==> src/rtl/imm_pkg.sv <==
// Shared types for the decode-stage immediate extender.
// Immediate format selects, field widths and prefix FSM states.
package imm_pkg;

    typedef enum logic [1:0] {
        IMM_20  = 2'b00,
        IMM_18  = 2'b01,
        IMM_BR  = 2'b10,
        IMM_PFX = 2'b11
    } imm_src_e;

    localparam int IMM20_W = 20;
    localparam int IMM18_W = 18;
    localparam int IMMBR_W = 17;

    typedef enum logic {
        NO_PFX   = 1'b0,
        PFX_HELD = 1'b1
    } pfx_state_e;

endpackage

==> src/rtl/imm_field_ext.sv <==
// Combinational sign extension of the selected immediate field.
// A prefix select carries no field of its own and yields zero.
module imm_field_ext
    import imm_pkg::*;
#(
    parameter int INSTR_W = 28,
    parameter int DATA_W  = 32
) (
    input  logic [INSTR_W-1:0] instr,
    input  imm_src_e           imm_src,
    output logic [DATA_W-1:0]  field
);

    logic unused_instr;
    assign unused_instr = ^instr;

    // Pick the field and sign-extend through a signed size cast.
    always_comb begin
        field = '0;
        unique case (imm_src)
            IMM_20:  field = DATA_W'($signed(instr[IMM20_W-1:0]));
            IMM_18:  field = DATA_W'($signed(instr[IMM18_W-1:0]));
            IMM_BR:  field = DATA_W'($signed(instr[IMMBR_W-1:0]));
            IMM_PFX: field = '0;
            default: field = '0;
        endcase
    end

endmodule

==> src/rtl/imm_extend_pipe.sv <==
// Registered immediate extender with prefix pairing and
// valid/ready handshakes on both sides, one cycle of latency.
module imm_extend_pipe
    import imm_pkg::*;
#(
    parameter int INSTR_W  = 28,
    parameter int DATA_W   = 32,
    parameter int PREFIX_W = 16
) (
    input  logic               clk,
    input  logic               rst_n,
    input  logic               in_valid,
    output logic               in_ready,
    input  logic [INSTR_W-1:0] instr,
    input  logic [1:0]         imm_src,
    input  logic               flush,
    output logic               out_valid,
    input  logic               out_ready,
    output logic [DATA_W-1:0]  ext_imm,
    output logic               out_prefixed,
    output logic               pfx_pending
);

    if (DATA_W < 20) begin : g_bad_data_w
        $error("DATA_W must be at least 20");
    end
    if (INSTR_W < 20) begin : g_bad_instr_w
        $error("INSTR_W must be at least 20");
    end
    if (PREFIX_W < 1 || PREFIX_W > DATA_W - 1) begin : g_bad_pfx_w
        $error("PREFIX_W must be in 1..DATA_W-1");
    end
    if (PREFIX_W > INSTR_W) begin : g_bad_pfx_src
        $error("PREFIX_W must not exceed INSTR_W");
    end

    pfx_state_e          state_q, state_d;
    logic [PREFIX_W-1:0] pfx_q, pfx_d;
    logic                ov_q, ov_d;
    logic [DATA_W-1:0]   imm_q, imm_d;
    logic                pref_q, pref_d;
    logic [DATA_W-1:0]   field;
    logic [DATA_W-1:0]   merged;
    imm_src_e            src;
    logic                accept;

    assign src         = imm_src_e'(imm_src);
    assign in_ready    = !flush && (!ov_q || out_ready);
    assign accept      = in_valid && in_ready;
    assign out_valid   = ov_q;
    assign ext_imm     = imm_q;
    assign out_prefixed = pref_q;
    assign pfx_pending = (state_q == PFX_HELD);

    imm_field_ext #(
        .INSTR_W (INSTR_W),
        .DATA_W  (DATA_W)
    ) u_field (
        .instr   (instr),
        .imm_src (src),
        .field   (field)
    );

    // Prefix supplies the upper bits, the field keeps the rest.
    always_comb begin
        merged = field;
        merged[DATA_W-1 -: PREFIX_W] = pfx_q;
    end

    // Next-state: flush first, then accepted prefix or immediate.
    always_comb begin
        state_d = state_q;
        pfx_d   = pfx_q;
        ov_d    = ov_q && !out_ready;
        imm_d   = imm_q;
        pref_d  = pref_q;
        if (flush) begin
            state_d = NO_PFX;
            pfx_d   = '0;
            ov_d    = 1'b0;
        end else if (accept) begin
            if (src == IMM_PFX) begin
                pfx_d   = instr[PREFIX_W-1:0];
                state_d = PFX_HELD;
            end else begin
                ov_d = 1'b1;
                unique case (state_q)
                    PFX_HELD: begin
                        imm_d  = merged;
                        pref_d = 1'b1;
                    end
                    default: begin
                        imm_d  = field;
                        pref_d = 1'b0;
                    end
                endcase
                state_d = NO_PFX;
            end
        end
    end

    // State, prefix and output registers.
    always_ff @(posedge clk or negedge rst_n) begin
        if (!rst_n) begin
            state_q <= NO_PFX;
            pfx_q   <= '0;
            ov_q    <= 1'b0;
            imm_q   <= '0;
            pref_q  <= 1'b0;
        end else begin
            state_q <= state_d;
            pfx_q   <= pfx_d;
            ov_q    <= ov_d;
            imm_q   <= imm_d;
            pref_q  <= pref_d;
        end
    end

endmodule

==> config.mk <==
export PLATFORM = sky130hd
export DESIGN_NAME = imm_extend_pipe
export DESIGN_NICKNAME = d
export VERILOG_FILES = /design/src/rtl/imm_pkg.sv /design/src/rtl/imm_field_ext.sv /design/src/rtl/imm_extend_pipe.sv
export SDC_FILE = /design/constraint.sdc
export NUM_CORES = 1
export LEC_CHECK = 0
export ABC_AREA = 1
export CAP_MARGIN = 20
export CORE_ASPECT_RATIO = 0.9
export CORE_MARGIN = 3
export CORE_UTILIZATION = 49
export CTS_CLUSTER_SIZE = 12
export DETAILED_ROUTE_END_ITERATION = 10
export PLACE_DENSITY = 0.84
export SLEW_MARGIN = 20
export SYNTH_ARGS = -nofsm -noshare
export SYNTH_HDL_FRONTEND = slang
export SYNTH_SLANG_ARGS = --single-unit
==> constraint.sdc <==
create_clock -name clk -period 2.12 [get_ports clk]
set_input_delay 0.212 -clock clk [delete_from_list [all_inputs] [get_ports clk]]
set_output_delay 0.212 -clock clk [all_outputs]
set_load 0.05 [all_outputs]
# [Word level (Yosys, flattened, before mapping)]
# Index checks and enable logic that the tools add are counted.
[word_totals] register_bits=51 inputBits=35 out_inout_bits=36 elab_cells=34
[classes] n_eq_ne=3 mux=12 bitwise_logic=2 reduce_logical=12
[ops] op="32-bit one-hot mux with 3 select lines" count=1
[ops] op="16-bit 2-to-1 mux" count=3
[ops] op="32-bit 2-to-1 mux" count=1
[ops] op="1-bit 2-to-1 mux" count=7
[ops] op="2-bit == test, second input constant" count=2
[ops] op="2-bit nonzero test" count=2
[ops] op="1-bit logical AND" count=3
[ops] op="1-bit logical NOT" count=3
[ops] op="3-bit AND reduction" count=1
[ops] op="2-bit by 1-bit == test with 1-bit output, second input constant" count=1
[ops] op="2-bit logical NOT" count=1
[ops] op="1-bit NOT" count=2
[ops] op="2-bit AND reduction" count=1
[ops] op="1-bit logical OR" count=1

# [Longest topological paths before layout]
# Gate-level depths: netlist (run 1).
[logic_depth] depth_word=6 depth_mapped=9 depth_no_buf=8

# [Cells and area by module]
# From an unflattened synthesis (run 1), not the netlist that was laid out.
[hier_totals] hier_cells=335 area_unflattened_um2=2560.0
[by_module_without_submodules] mod="imm_extend_pipe" instances=1 cells_each=275 area_each_um2=2268.4 seq_area_each_um2=1276.2
[by_module_without_submodules] mod="imm_field_ext" instances=1 cells_each=60 area_each_um2=291.5 seq_area_each_um2=0.0

# [Worst setup path before layout (run 1)]
# Ideal clock, no wire load.
[synth_timing] path_type="register to register" startpoint="register ov_q (netlist: out_valid)" endpoint="register imm_q[10] (netlist: ext_imm[10])" setup_ns=0.069 arrival_time_ns=1.695 required_time_ns=2.051 slack_ns=0.357 stages_incl_launch_ff=5 n_path_buf=1 synth_period_minus_slack_ns=1.763 path_cell_list="dfrtp_1 -> a21oi_4 -> clkbuf_1 -> nand3_1 -> nand2_1"
[synth_between] elab_chain_cells=5
[synth_lines] element="start, declared" line_no="imm_extend_pipe.sv:39" source="logic ov_q, ov_d;"
[synth_lines] element="start signal, assigned" line_no="imm_extend_pipe.sv:113" source="ov_q <= ov_d;"
[synth_lines] element="1-bit logical NOT" line_no="imm_extend_pipe.sv:48" source="assign in_ready = !flush && (!ov_q || out_ready);"
[synth_lines] element="1-bit logical OR" line_no="imm_extend_pipe.sv:48"
[synth_lines] element="1-bit logical AND" line_no="imm_extend_pipe.sv:48"
[synth_lines] element="net in_ready" line_no="imm_extend_pipe.sv:13" source="output logic in_ready,"
[synth_lines] element="1-bit logical AND" line_no="imm_extend_pipe.sv:49" source="assign accept = in_valid && in_ready;"
[synth_lines] element="3-bit AND reduction (no line)"
[synth_lines] element="end signal, assigned" line_no="imm_extend_pipe.sv:114" source="imm_q <= imm_d;"
[synth_lines] element="end, declared" line_no="imm_extend_pipe.sv:40" source="logic [DATA_W-1:0] imm_q, imm_d;"
# The timed path passes the listed nets, and every way through them passes these cells.
# A chain may end at the register's enable or synchronous reset.

# [Worst setup path after layout (run 1)]
[layout_timing] startpoint="register ov_q (netlist: out_valid)" endpoint="output port out_valid"
[layout_rtl] element="end, declared" line_no="imm_extend_pipe.sv:17" source="output logic out_valid,"
# No word-level cell between the ends.

==> results by group, run 1 <==
Status
  – Outcome: finished, violations left
  – Failing checks: negative hold slack

Clock network
  – CTS tree: built
  – Clock tree root driver cell: clkbuf_8
  – Post-CTS Setup Bufs: 0
  – TritonCTS buffer count: 5
  – Clk sinks: 51
  – CTS Hold Bufs: 0
  – Clk slew on worst S/H paths: 90 ps
  – CTS Buffer Depth: 2
  – Worst-Skew Late Latency: 300 ps
  – H-tree lvl count: 2
  – # resized after CTS: 0

Synthesis
  – Synthesis Warnings: 0
  – Mapped Nets: 289
  – Synthesized cell area: 2220 sq um
  – Syn avg cell area: 8.84 sq um
  – Sequential element share of the synthesized area: 57.5%
  – Syn Inst Count: 251
  – Yosys cell types: 20
  – Synthesized flop and latch total: 51

Place
  – Hpwl dp: 3520 um
  – Placed Area: 2880 sq um
  – GP Congestion: 0.762
  – Port bufs: 62
  – Setup WS pre-CTS: 169 ps

STA
  – Slew of the pin with the lowest slew margin: 620 ps
  – Final hold slack: -4.87 ps
  – PnR worst setup slack: 332 ps
  – Slew Limit Fails: 0
  – Fin. Hold Viols: 6
  – Slew margin rel.: 58.6%
  – Post-layout min period: 1790 ps
  – Final Skew: 8.08 ps
  – Tcrit/Tclk final: 84.4%
  – # setup viols final: 0
  – Total Neg Setup Slack: 0 ps
  – RSZ-0062 raised after global routing: no
  – F_max: 559 MHz

Power
  – Pwr dens: 897 nW/um^2
  – Leak: 1.51 nW
  – Worst IR Drop VDD: 0.618 mV
  – Total design power: 0.00266 W

Drt
  – Initial detailed-routing violation count: 127
  – DR pass1 iterations: 4
  – Antenna Nets Post-Route: 0
  – Via count: 1894
  – DRC viols: 0
  – Via/cell ratio: 5.09
  – Routed WL per cell: 13.1 um
  – WL final: 4860 um

Worst setup path
  – Reg2reg end: pfx_q[6]
  – CP peak stage delay: 840 ps
  – Critical path startpoint category: register
  – Critical path's slowest cell: clkdlybuf4s50_1
  – Worst Path Required: 1910 ps
  – WP data arrival: 1580 ps
  – Worst reg2reg startpoint: out_valid
  – Reg2Reg Depth: 5
  – Setup slack, reg-to-reg: 640 ps
  – Number of buffers and inverters on the critical path: 1
  – Largest fanout on the critical path: 3
  – Setup CP Type: register to output port
  – CP delay by family, top: buffers and inverters
  – CP cell instances: clkdlybuf4s50_1
  – Crit end category: output port

Floorplanning
  – Die Y: 69.9 um
  – Core area: 4210 sq um
  – Row count: 22
  – Initial Util: 52.7%
  – Die Wd: 76.9 um
  – Io pins: 71
  – Die area: 5370 sq um

Global routing
  – GRT Total Usage: 18.8%
  – First-pass GRT wire length: 8110 um
  – Congestion Overflow GR: 0
  – Initial antenna violation count: 0
  – Largest net degree at the start of global routing: 52
  – Vias in the first global route: 1758

Finish
  – Synth-to-Final Area Change: 33.5%
  – Fin nets: 349
  – Antenna diodes: 0
  – Design area: 2960 sq um
  – Share of cells above drive strength 1: 7.69%

Job
  – Max Cap Viol: 0

Worst hold path
  – Hold/Removal Path Class: input port to async pin
-- power breakdown --
part           total (W)  internal (W)  switching [W]
combinational   0.000947      0.000321       0.000626
clock           0.000531      0.000231       0.000300
sequential       0.00118       0.00110      0.0000820
total            0.00266       0.00165        0.00101
-- cell usage after synthesis --
master	n	area, sq um
buf_1	1	3.75
buf_2	7	35.0
inv_1	7	26.3
nand4_1	13	81.3
nor2_1	5	18.8
nor2_4	1	11.3
a21oi_4	1	16.3
nand3_1	45	225
o21ai_1	1	5.00
inv_2	3	11.3
ha_1	3	37.5
buf_4	2	15.0
o21ai_0	2	10.0
a21oi_1	3	15.0
buf_6	2	22.5
mux2i_1	1	10.0
nand2_1	97	364
nand3_2	2	20.0
clkbuf_1	4	15.0
dfrtp_1	51	1280
-- metal layers --
layer,vias up,routed length (um),track usage [%]
li1,937,-,-
met1,900,2330,26.1
met2,51,2230,28.6
met3,6,224,4.12
met4,0,75,7.24
met5,-,0,0
-- layout by cell type (no fill, tap or decap) --
cell type        netlist  routed
nor2_4                 1       1
buf_2                  7       1
clkbuf_1               4       1
inv_2                  3       3
nand3_1               45      45
clkinvlp_4             0       1
nor2_1                 5       5
clkdlybuf4s50_1        0      59
o21ai_0                2       2
mux2i_1                1       1
a21oi_1                3       3
nand4_1               13      13
clkinv_2               0       1
clkbuf_8               0       5
ha_1                   3       3
buf_12                 0       1
buf_4                  2       8
dfrtp_1               51      51
o21ai_1                1       1
inv_1                  7       7
a21oi_4                1       1
nand3_2                2       2
nand2_1               97      97
-- worst register-to-register path, stage by stage (launching register included) --
cell     delay [ps]
dfrtp_1         440
a21oi_4         200
nand3_2         290
inv_2           320
nand2_1         110
nand2_1          80
-- stage by stage --
step	std cells	util (%)
6_report	372	70.4
4_1_cts	372	70.4
2_1_floorplan	251	-
3_5_place_dp	364	68.4
5_1_grt	372	70.4
3_3_place_gp	364	68.4
-- registers in the layout, summed over array words and instances, names as in the netlist --
register      count
ext_imm          32
out_prefixed      1
out_valid         1
pfx_pending       1
pfx_q            16
-- cell families (layout without fill, tap and decap cells) --
group	Yosys count	after routing	share of synthesized area [%]
DFF	51	51	57.5
and+or+nand+nor	163	163	32.5
adders and majority gates	3	3	1.69
buffers and inverters	26	87	5.81
AOI/OAI and AO/OA	7	7	2.09
muxes	1	1	0.451
-- final cells by class --
| cell class | instances | area [sq um] |
|---|---|---|
| Clock buffer | 6 | 72.6 |
| Clock inverter | 2 | 12.5 |
| Fill cell | 343 | 1250 |
| Inverter | 10 | 37.5 |
| Multi-Input combinational cell | 174 | 815 |
| Sequential cell | 51 | 1280 |
| Tap cell | 60 | 75.1 |
| Timing Repair Buffer | 69 | 676 |
-- worst max path at each step --
stage | from | to | slack, ps | depth (start not counted)
final | out_valid | out_valid | 330 | 1
after global routing | out_valid | out_valid | 300 | 1
after CTS | out_valid | out_valid | 330 | 1
after detailed placement | imm_src[0] | ext_imm[23] | 170 | 8
after global placement | imm_src[0] | ext_imm[28] | 280 | 8
after floorplan | out_valid | ext_imm[10] | 360 | 4
Power figures use the tool's default switching activity.
==> inputs of run 2 (changes only) <==
- CORE_UTILIZATION: 49 -> 46
- PLACE_DENSITY: 0.84 -> 0.8
- clock period: 2.12 -> 1.75 ns (I/O delays scaled with it)
==> run 2 against run 1 <==
Net effect: the run now ends clean; sequential power grew 20%; wire length rose by 3.5%; via count increased by 0.63%; combinational power increased by 25%; critical path depth did not move; total power grew 25%; die area rose by 6.0%; count of clock-buffer cells in the layout shrank 1; sequential cell count unchanged; utilization fell by 2.9 points; cell count is 1.6% higher; critical path type unchanged; critical endpoint is now ext_imm[2]; largest power group unchanged.
==> results by group, run 2 (same netlist as run 1, synthesis figures left out) <==
Worst hold path
  – Hold/Removal Path Class: input port to async pin

Clock network
  – Clock tree root driver cell: clkbuf_8
  – Clk sinks: 51
  – TritonCTS buffer count: 5
  – CTS Buffer Depth: 2
  – CTS tree: built
  – # resized after CTS: 0
  – Worst-Skew Late Latency: 310 ps
  – H-tree lvl count: 2
  – Clk slew on worst S/H paths: 100 ps

Finish
  – Layout Utilization: 67.5%
  – Design area: 3070 sq um
  – Commonest non-fill, non-tap cell in the layout: nand2_1
  – Fin nets: 353
  – Share of cells above drive strength 1: 9.18%
  – Commonest cells after routing, fill and taps aside: 97 x nand2_1, 58 x clkdlybuf4s50_1, 51 x dfrtp_1
  – Synth-to-Final Area Change: 38.3%
  – Max FFs per register: 32
  – Antenna diodes: 0

Drt
  – Via count: 1906
  – DR pass1 iterations: 8
  – DRC viols: 0
  – Initial detailed-routing violation count: 51
  – Antenna Nets Post-Route: 0
  – Via/cell ratio: 5.04
  – Routed WL per cell: 13.3 um
  – WL final: 5030 um

Floorplanning
  – Io pins: 71
  – Core area: 4550 sq um
  – Die Wd: 79.2 um
  – Initial Util: 48.8%
  – Row count: 23
  – Die area: 5700 sq um
  – Die Y: 71.9 um

Job
  – Max Cap Viol: 0

STA
  – Slew margin rel.: 65.2%
  – F_max: 600 MHz
  – Post-layout min period: 1670 ps
  – Final Skew: 8.72 ps
  – Total Neg Setup Slack: 0 ps
  – Slew Limit Fails: 0
  – Tcrit/Tclk final: 95.3%
  – RSZ-0062 raised after global routing: no
  – # setup viols final: 0
  – Slew of the pin with the lowest slew margin: 520 ps
  – Fin. Hold Viols: 0

Worst setup path
  – Setup slack, reg-to-reg: 480 ps
  – Reg2Reg Depth: 5
  – Largest fanout on the critical path: 2
  – Critical path startpoint category: register
  – CP cell instances: clkdlybuf4s50_1
  – Reg2reg end: pfx_q[12]
  – Crit end category: output port
  – WP data arrival: 1490 ps
  – CP peak stage delay: 810 ps
  – CP delay by family, top: buffers and inverters
  – Worst reg2reg startpoint: out_valid
  – Critical path's slowest cell: clkdlybuf4s50_1
  – Worst Path Required: 1570 ps
  – Number of buffers and inverters on the critical path: 1
  – Setup CP Type: register to output port

Global routing
  – Congestion Overflow GR: 0
  – GRT Total Usage: 18.9%
  – Vias in the first global route: 1885
  – Largest net degree at the start of global routing: 52
  – First-pass GRT wire length: 8510 um
  – Initial antenna violation count: 0

Power
  – Leak: 1.56 nW
  – Pwr dens: 1080 nW/um^2
  – Worst IR Drop VDD: 0.758 mV

Status
  – Outcome: finished clean

Place
  – Port bufs: 62
  – GP Congestion: 0.804
  – Hpwl dp: 3730 um
  – Placed Area: 2960 sq um
==> run 2: through the flow <==
stage | total power (W) | setup WS, ps | hold slack [ps] | std cells
final | 0.00331 | 82.3 | 368 | 378
after global routing | 0.00347 | 17.2 | 377 | 378
after CTS | 0.00334 | 73.3 | 369 | 378
after detailed placement | 0.00263 | -1.13 | 180 | 369
after global placement | 0.00261 | 72.3 | 180 | 369
after floorplan | 0.00216 | 296 | -121 | 251
==> run 2: final cells by class <==
class	instances	area (sq um)
fillers	380	1480
flip-flops and latches	51	1280
multi-input cells	174	815
repair buffers	73	768
well taps	62	77.6
clock buffers	5	68.8
inverters	10	37.5
clock inverters	3	27.5
==> run 2: tightest hold or removal path: stages <==
cell	delay (ps)
dlygate4sd3_1	520
buf_2	120
buf_12	250
==> run 2: power by group <==
part	total (W)	switching [W]	internal [W]
combinational	0.00118	0.000772	0.000412
clock	0.000703	0.000409	0.000294
sequential	0.00142	0.0000927	0.00133
==> run 2: how the worst max path moves through the flow <==
stage,slack [ps],start,cells after the start,endpoint
final,80,ext_imm[2],1,ext_imm[2]
after global routing,20,ext_imm[27],1,ext_imm[27]
after CTS,70,ext_imm[31],1,ext_imm[31]
after detailed placement,-1,imm_src[0],9,ext_imm[31]
after global placement,70,imm_src[0],9,ext_imm[28]
after floorplan,300,out_valid,4,ext_imm[10]
==> run 2: what timing repair did <==
| item | 4_1_cts | 5_1_grt |
|---|---|---|
| hold buffers | 1 | 0 |
| endpoints found under the hold margin | 51 | 0 |
| setup endpoints to repair | 0 | 0 |
| buffers inserted | 0 | 0 |
==> run 2: metal layers <==
layer	routed length (um)	part of all wire (%)	vias up	global-route usage, %
met2	2380	47	58	30.7
met4	80	1.6	0	7.63
met1	2360	47	897	25.6
met3	214	4.3	7	2.98
li1	-	-	944	-
met5	0	0	-	0
